## config.mk

```make
export PLATFORM = sky130hd
export DESIGN_NAME = fm_dac_multi
export DESIGN_NICKNAME = d
export VERILOG_FILES = /design/src/rtl/fm_dac_multi.sv
export SDC_FILE = /design/constraint.sdc
export NUM_CORES = 1
export LEC_CHECK = 0
export ABC_AREA = 1
export BUFFER_PORTS_ARGS = -buffer_cell sky130_fd_sc_hd__buf_4
export CORE_MARGIN = 4
export CORE_UTILIZATION = 51
export CTS_CLUSTER_DIAMETER = 50
export CTS_CLUSTER_SIZE = 16
export DETAILED_ROUTE_END_ITERATION = 16
export MAX_ROUTING_LAYER = met4
export PLACE_DENSITY_LB_ADDON = 0.15
export SYNTH_ARGS = -nofsm -noshare
export SYNTH_HDL_FRONTEND = slang
export SYNTH_SLANG_ARGS = --single-unit
export TNS_END_PERCENT = 20
```

## constraint.sdc

```tcl
create_clock -name clk -period 5.96 [get_ports clk]
set_input_delay 1.192 -clock clk [delete_from_list [all_inputs] [get_ports clk]]
set_output_delay 1.192 -clock clk [all_outputs]
set_load 0.03 [all_outputs]
```

## src/rtl/fm_dac_multi.sv

```systemverilog
// Multi-channel distance-to-pitch synthesizer: each channel turns a captured distance into a
// phase increment, looks up a sine sample and emits it as PWM (or a square / mute) on one pin.
module fm_dac_ch #(
  parameter int WIDTH       = 13,
  parameter int SINE_WIDTH  = 8,
  parameter int PHASE_WIDTH = 32,
  parameter int MAX_DIST    = 2000,
  parameter int BASE_INC    = 2**20,
  parameter int SLOPE       = 2**10
) (
  input  logic                  clk,
  input  logic                  reset,
  input  logic                  enable,
  input  logic                  load,
  input  logic [WIDTH-1:0]      distance,
  input  logic [1:0]            mode,
  input  logic [SINE_WIDTH-1:0] cnt,
  input  logic                  tick,
  output logic                  out
);
  localparam logic [1:0] M_FM = 2'd0, M_TONE = 2'd1, M_MUTE = 2'd2, M_SQUARE = 2'd3;
  localparam logic [PHASE_WIDTH-1:0] BASE = PHASE_WIDTH'(BASE_INC);
  localparam logic [WIDTH-1:0]       DMAX = WIDTH'(MAX_DIST);

  // First quadrant (k = 0..64) of round(127.5 + 127.5*sin(2*pi*k/256)).
  localparam logic [7:0] QTAB [0:64] = '{
    8'd128, 8'd131, 8'd134, 8'd137, 8'd140, 8'd143, 8'd146, 8'd149,
    8'd152, 8'd155, 8'd158, 8'd162, 8'd165, 8'd167, 8'd170, 8'd173,
    8'd176, 8'd179, 8'd182, 8'd185, 8'd188, 8'd190, 8'd193, 8'd196,
    8'd198, 8'd201, 8'd203, 8'd206, 8'd208, 8'd211, 8'd213, 8'd215,
    8'd218, 8'd220, 8'd222, 8'd224, 8'd226, 8'd228, 8'd230, 8'd232,
    8'd234, 8'd235, 8'd237, 8'd238, 8'd240, 8'd241, 8'd243, 8'd244,
    8'd245, 8'd246, 8'd248, 8'd249, 8'd250, 8'd250, 8'd251, 8'd252,
    8'd253, 8'd253, 8'd254, 8'd254, 8'd254, 8'd255, 8'd255, 8'd255,
    8'd255
  };

  // Full 256-point table by quarter-wave symmetry; k=128 is the rounding tie (127.5 -> 128).
  function automatic logic [7:0] sine_lut(input logic [7:0] k);
    logic [6:0] j, q;
    logic [7:0] hi;
    j  = k[6:0];
    q  = (j > 7'd64) ? 7'(8'd128 - {1'b0, j}) : j;
    hi = QTAB[q];
    if (!k[7])         sine_lut = hi;
    else if (j == '0)  sine_lut = 8'd128;
    else               sine_lut = 8'd255 - hi;
  endfunction

  logic [WIDTH-1:0]       d;
  logic [PHASE_WIDTH-1:0] inc, inc_nxt, phase;
  logic [SINE_WIDTH-1:0]  sample, duty;

  // Mute keeps the FM pitch so the phase keeps tracking distance while silent.
  always_comb begin
    inc_nxt = BASE + PHASE_WIDTH'(DMAX - d) * PHASE_WIDTH'(SLOPE);
    if (mode == M_TONE || mode == M_SQUARE) inc_nxt = BASE;
  end

  always_ff @(posedge clk) begin
    if (reset) begin
      d      <= DMAX;
      inc    <= BASE;
      phase  <= '0;
      sample <= '0;
      duty   <= '0;
      out    <= 1'b0;
    end else begin
      if (load) d <= (distance > DMAX) ? DMAX : distance;
      inc <= inc_nxt;
      if (enable) phase <= phase + inc;
      // ROM is the 256-point table; address is the top 8 phase bits (== SINE_WIDTH at default).
      sample <= SINE_WIDTH'(sine_lut(phase[PHASE_WIDTH-1 -: 8]));
      // Clearing duty while muted makes an un-mute wait for a fresh latch at the counter wrap.
      if (mode == M_MUTE) duty <= '0;
      else if (tick)      duty <= sample;
      if (!enable) out <= 1'b0;
      else begin
        case (mode)
          M_FM, M_TONE: out <= (cnt < duty);
          M_SQUARE:     out <= phase[PHASE_WIDTH-1];
          default:      out <= 1'b0;
        endcase
      end
    end
  end
endmodule

module fm_dac_multi #(
  parameter int WIDTH       = 13,
  parameter int SINE_WIDTH  = 8,
  parameter int PHASE_WIDTH = 32,
  parameter int MAX_DIST    = 2000,
  parameter int NUM_CH      = 2,
  parameter int BASE_INC    = 2**20,
  parameter int SLOPE       = 2**10
) (
  input  logic                    clk,
  input  logic                    reset,
  input  logic                    enable,
  input  logic [NUM_CH-1:0]       load,
  input  logic [NUM_CH*WIDTH-1:0] distance,
  input  logic [NUM_CH*2-1:0]     mode,
  output logic [NUM_CH-1:0]       sine_pwm_out,
  output logic                    pwm_tick
);
  logic [SINE_WIDTH-1:0] cnt;

  always_ff @(posedge clk) begin
    if (reset)       cnt <= '0;
    else if (enable) cnt <= cnt + 1'b1;
  end

  assign pwm_tick = enable && !reset && (cnt == '0);

  for (genvar c = 0; c < NUM_CH; c++) begin : g_ch
    fm_dac_ch #(
      .WIDTH(WIDTH), .SINE_WIDTH(SINE_WIDTH), .PHASE_WIDTH(PHASE_WIDTH),
      .MAX_DIST(MAX_DIST), .BASE_INC(BASE_INC), .SLOPE(SLOPE)
    ) u_ch (
      .clk      (clk),
      .reset    (reset),
      .enable   (enable),
      .load     (load[c]),
      .distance (distance[c*WIDTH +: WIDTH]),
      .mode     (mode[c*2 +: 2]),
      .cnt      (cnt),
      .tick     (pwm_tick),
      .out      (sine_pwm_out[c])
    );
  end
endmodule

```

* Word-level counts from Yosys, hierarchy flattened *
Memories as Yosys holds them, arrays and structs flattened.
Index checks and enable logic that the tools add are counted.

word-level totals
  bits in registers = 196
  ROM bits = 2048
  input bits = 35
  output and inout port bits = 3
  word-level logic and storage cells = 74
  memories = 2

memories
  memory            depth  bits a word  rd ports  clocked after memory_dff  write ports  RTL line  text
  (name not given)  128    8            1         0                         0            44        hi = QTAB[q];
  (name not given)  128    8            1         0                         0            44

operators by class
  add/sub/neg operators = 11
  $lt $le $gt $ge = 8
  equal/unequal tests = 6
  mux-type cells = 14
  bitwise operators = 3
  reductions and logical operators = 17

operators with widths
  operator                                                                number
  21-bit by 32-bit adder with 32-bit output, first input constant         2
  32-bit adder                                                            2
  8-bit two-way mux                                                       8
  11-bit by 13-bit subtractor with 14-bit output, first input constant    2
  13-bit by 11-bit > comparator with 1-bit output, second input constant  2
  13-bit two-way mux                                                      2
  8-bit >= comparator, second input constant                              2
  8-bit less-than comparator                                              2
  7-bit inverter with 8-bit output                                        2
  8-bit subtractor, first input constant                                  2
  7-bit > comparator, second input constant                               2
  7-bit logical NOT                                                       2
  7-bit two-way mux                                                       2
  2-bit OR reduction                                                      7
  1-bit by 7-bit subtractor with 7-bit output, first input constant       2
  8-bit by 1-bit adder with 8-bit output, second input constant           1
  2-bit == test, second input constant                                    4
  8-bit logical NOT                                                       1
  2-bit by 1-bit == test with 1-bit output, second input constant         2
  2-bit logical NOT                                                       2
  1-bit case mux with 2 select lines                                      2
  1-bit logical AND                                                       2
  1-bit logical OR                                                        2
  1-bit logical NOT                                                       1
  1-bit inverter                                                          1

* Longest topological paths before layout *
  depth in word-level cells = 9
  depth in mapped cells = 19
  depth with buffers taken out = 19

* By module *
A second synthesis with hierarchy kept.

second synthesis, totals
  cell total of the unflattened synthesis = 1504
  area total of the unflattened synthesis = 9908.3 um^2

modules (own cells, without submodules)
  module                    instances  cells each  area an instance (um^2)
  fm_dac_ch (g_ch[1].u_ch)  1          721         4735.8
  fm_dac_ch (g_ch[0].u_ch)  1          721         4732.0
  fm_dac_multi              1          62          440.4

* Worst setup path before layout *
No wires, ideal clock.

  path type = input-to-output
  from = input enable
  to = output pwm_tick
  arrival time = 1.746 ns
  path slack = 3.022 ns
  stages on the path = 4
  path buffers = 0
  cells stage by stage = inv_1 nor3_1 nand2_1 inv_1

on the way
  longest elaborated chain between the ends = 2

RTL lines
  what                            RTL line  text
  start: declaration              100       input logic enable,
  1-bit logical AND (2 in a row)  114       assign pwm_tick = enable && !reset && (cnt == '0);
  end: declaration                105       output logic pwm_tick

Every way passes these cells.

* Worst setup path after layout *
Ends and elaborated chain as after synthesis.

==> qor.yml <==
route:
  drc: 0
  wire_per_inst_um: 12.5
  first_iter_violations: 482
  routed-via-count: 9291
  antenna_left: 0
  first_pass_iters: 5
  avgViaCountPerCell: 5.12
  wirelength_mm: 22.7
placement:
  dpl_cell_area_sq_um: 10500
  pre_cts_slack_ns: 1.49
  place_congestion: 0.954
  dp_hpwl_mm: 17.4
  portBuffers: 37
sta:
  grt_setup_unrepaired: "false"
  maxSlewViolCount: 0
  skew_ns: 0.0104
  max_freq_mhz: 222
  finalSetupViolations: 0
  finalSetupTns_ns: 0
  finalCritPeriodShare: 0.754
  worstMarginPinSlew_ns: 0.824
  slew_headroom: 0.449
  layout_min_cycle_time_ns: 4.49
  fin_ws_ns: 1.47
  finalHoldViolations: 0
synth:
  yosysTopAreaCell: "dfxtp_1"
  ys_top_cells_by_area: "dfxtp_1 30%, nand2_1 12%, ha_1 10%"
  syn_area_per_cell_sq_um: 6.59
  synth-edff-count: 0
  ys_ff_latch: 149
  syn_area_sq_um: 10000
  synthDistinctLibCells: 47
  yosysSeqAreaShare: 0.298
  synthesis.nets: 1640
  async_flop_share: 0
  synth_top_cell_area_share: 0.298
  synth_ff_type: "dfxtp_1"
  ys_warn_count: 0
  syn_inst: 1521
clock_network:
  cts_buffers: 17
  clock_sinks: 149
  clk_pin_slew_ns: 0.06
  ctsRootBufferMaster: "clkbuf_16"
  htreeDepth: 4
  ctsResizeCount: 0
  clk_latency_ns: 0.42
  cts_tree: "done"
  hold_buffers: 0
  clock_path_buffers: 2
  cts_setup_buffers: 0
worst_setup_path:
  path_cells: "buf_4 -> inv_1 -> buf_4 -> nor3_1 -> nand2_1 -> inv_1 -> buf_4"
  r2r-start: "g_ch[1].u_ch.phase[24]"
  cp_data_arrival_time_ns: 3.30
  cp.required_ns: 4.77
  crit_start: "enable"
  critPathSlowestCell: "nand2_1"
  path_common_cell: "buf_4"
  start_kind: "input port"
  cp_max_fo: 50
  slowest_delay_ns: 0.50
  path_class: "in2out"
  cp-end-kind: "output pin"
layout:
  fillers: 1967
  utilization: 0.568
  n_antenna_cell: 0
  nets: 1657
  stdcell_area_sq_um: 11000
  area_growth_pct: 9.97
  layout-drive-gt1-share: 0.0716
status:
  status: "finished, final reports clean"
power_and_ir_drop:
  ir_drop_uv: 207
  p_per_area_nw_per_um2: 251
  p_leak_nw: 5.48
  finalPower_w: 0.00277
die:
  core_sq_um: 19400
  core.rowCount: 51
  die_y_um: 148
  initial_core_util: 0.517
  die_w_um: 148
  io_pins: 38
  die_area_sq_um: 22000
flow_run:
  drv_cap: 0
global_routing:
  grt_pass1_vias: 8697
  grt_max_degree: 51
  grt.total_usage: 0.218
  grt_pass1_wl_mm: 39.3
  antenna_found_initial: 0
  grt_overflow_total: 0
min_path:
  hp-start: "g_ch[0].u_ch.duty[4]"
  hold_class: "reg2reg"
==> worst max-delay path, delay by kind of cell <==
kind / cells / cell delay, ns
buffers and inverters: 5 / 1.32
AND/OR/NAND/NOR: 2 / 0.73
==> synth_stat cells, drive strengths merged, types with 2 or more instances <==
master / number
nand3: 122
nor3: 23
o21ai: 121
ha: 82
o21bai: 3
nand2: 324
nor2: 196
nor4: 3
a21boi: 11
o31ai: 2
or2: 5
o221ai: 2
nand4: 23
a21o: 4
a21oi: 129
fa: 2
xor2: 25
buf: 19
xnor2: 9
nand3b: 3
and2: 3
clkbuf: 22
a31oi: 5
o211ai: 22
inv: 207
dfxtp: 149
==> logic make-up (layout without fill, tap and decap cells) <==
logic type | count (synthesis) | after routing | share of synthesized area
AO/OA/AOI/OAI | 303 | 303 | 0.167
XOR/XNOR | 34 | 34 | 0.0316
adder cells (fa/ha/maj) | 84 | 84 | 0.106
buffers and inverters | 249 | 279 | 0.0977
flip-flops | 149 | 149 | 0.298
AND/OR/NAND/NOR | 702 | 702 | 0.300
==> layer usage <==
metal  track usage  share of wire  vias to the layer above
li1              -              -                     5018
met1         0.285           0.50                     4096
met2         0.358           0.46                      150
met3        0.0280          0.029                       27
met4        0.0596          0.014                        0
met5             -              0                        -
==> placed cells by master (no fill, tap or decap), drive strengths merged <==
cell	synthesis	final
ha	82	82
a31oi	5	5
nor4	3	3
buf	19	39
a21oi	129	129
nor3	23	23
nand3	122	122
a211oi	1	1
dfxtp	149	149
o211ai	22	22
or2	5	5
and2	3	3
clkbuf	22	18
nand4	23	23
fa	2	2
o21ai	121	121
o221ai	2	2
nor2	196	196
clkinvlp	0	2
a21o	4	4
o2111ai	1	1
nand2	324	324
o21a	1	1
a21boi	11	11
inv	207	216
xnor2	9	9
xor2	25	25
a31o	1	1
o21bai	3	3
o31ai	2	2
clkinv	1	4
nand3b	3	3
==> through the flow <==
stage               std cells  hold slack, ns
global placement         1784           0.451
finish                   1816           0.457
floorplan                1521           0.426
detailed placement       1784           0.448
CTS                      1816           0.457
global route             1816           0.470
==> worst paths after layout <==
path | end | slack (ns) | cells after the start
max reg2reg | g_ch[1].u_ch.sample[1] | 3.12 | 17
min reg2reg | g_ch[0].u_ch.duty[4] | 0.46 | 2
max | pwm_tick | 1.47 | 7
min | g_ch[0].u_ch.duty[4] | 0.46 | 2
==> power breakdown <==
part	internal, W	leakage, nW	switching (W)
Clock	0.000565	0.278	0.000464
Sequential	0.00106	1.22	0.0000460
Combinational	0.000226	3.98	0.000403
Total	0.00185	5.48	0.000913
==> registers in the layout, indices dropped and copies added (netlist names) <==
| register | flops |
|---|---|
| g_ch.u_ch.inc | 37 |
| g_ch.u_ch.out | 2 |
| g_ch.u_ch.duty | 16 |
| g_ch.u_ch.d | 26 |
| cnt | 8 |
| g_ch.u_ch.sample | 16 |
| g_ch.u_ch.phase | 44 |
==> cell type report <==
cell class	count	area (sq um)	area share
multi-input combinational	1123	6060	0.550
sequential	149	2980	0.271
inverter	208	783	0.0710
clock buffer	18	439	0.0398
tap	265	332	0.0301
timing repair buffer	39	293	0.0266
clock inverter	14	133	0.0120
Note: power is estimated with default switching activity, not from simulation.
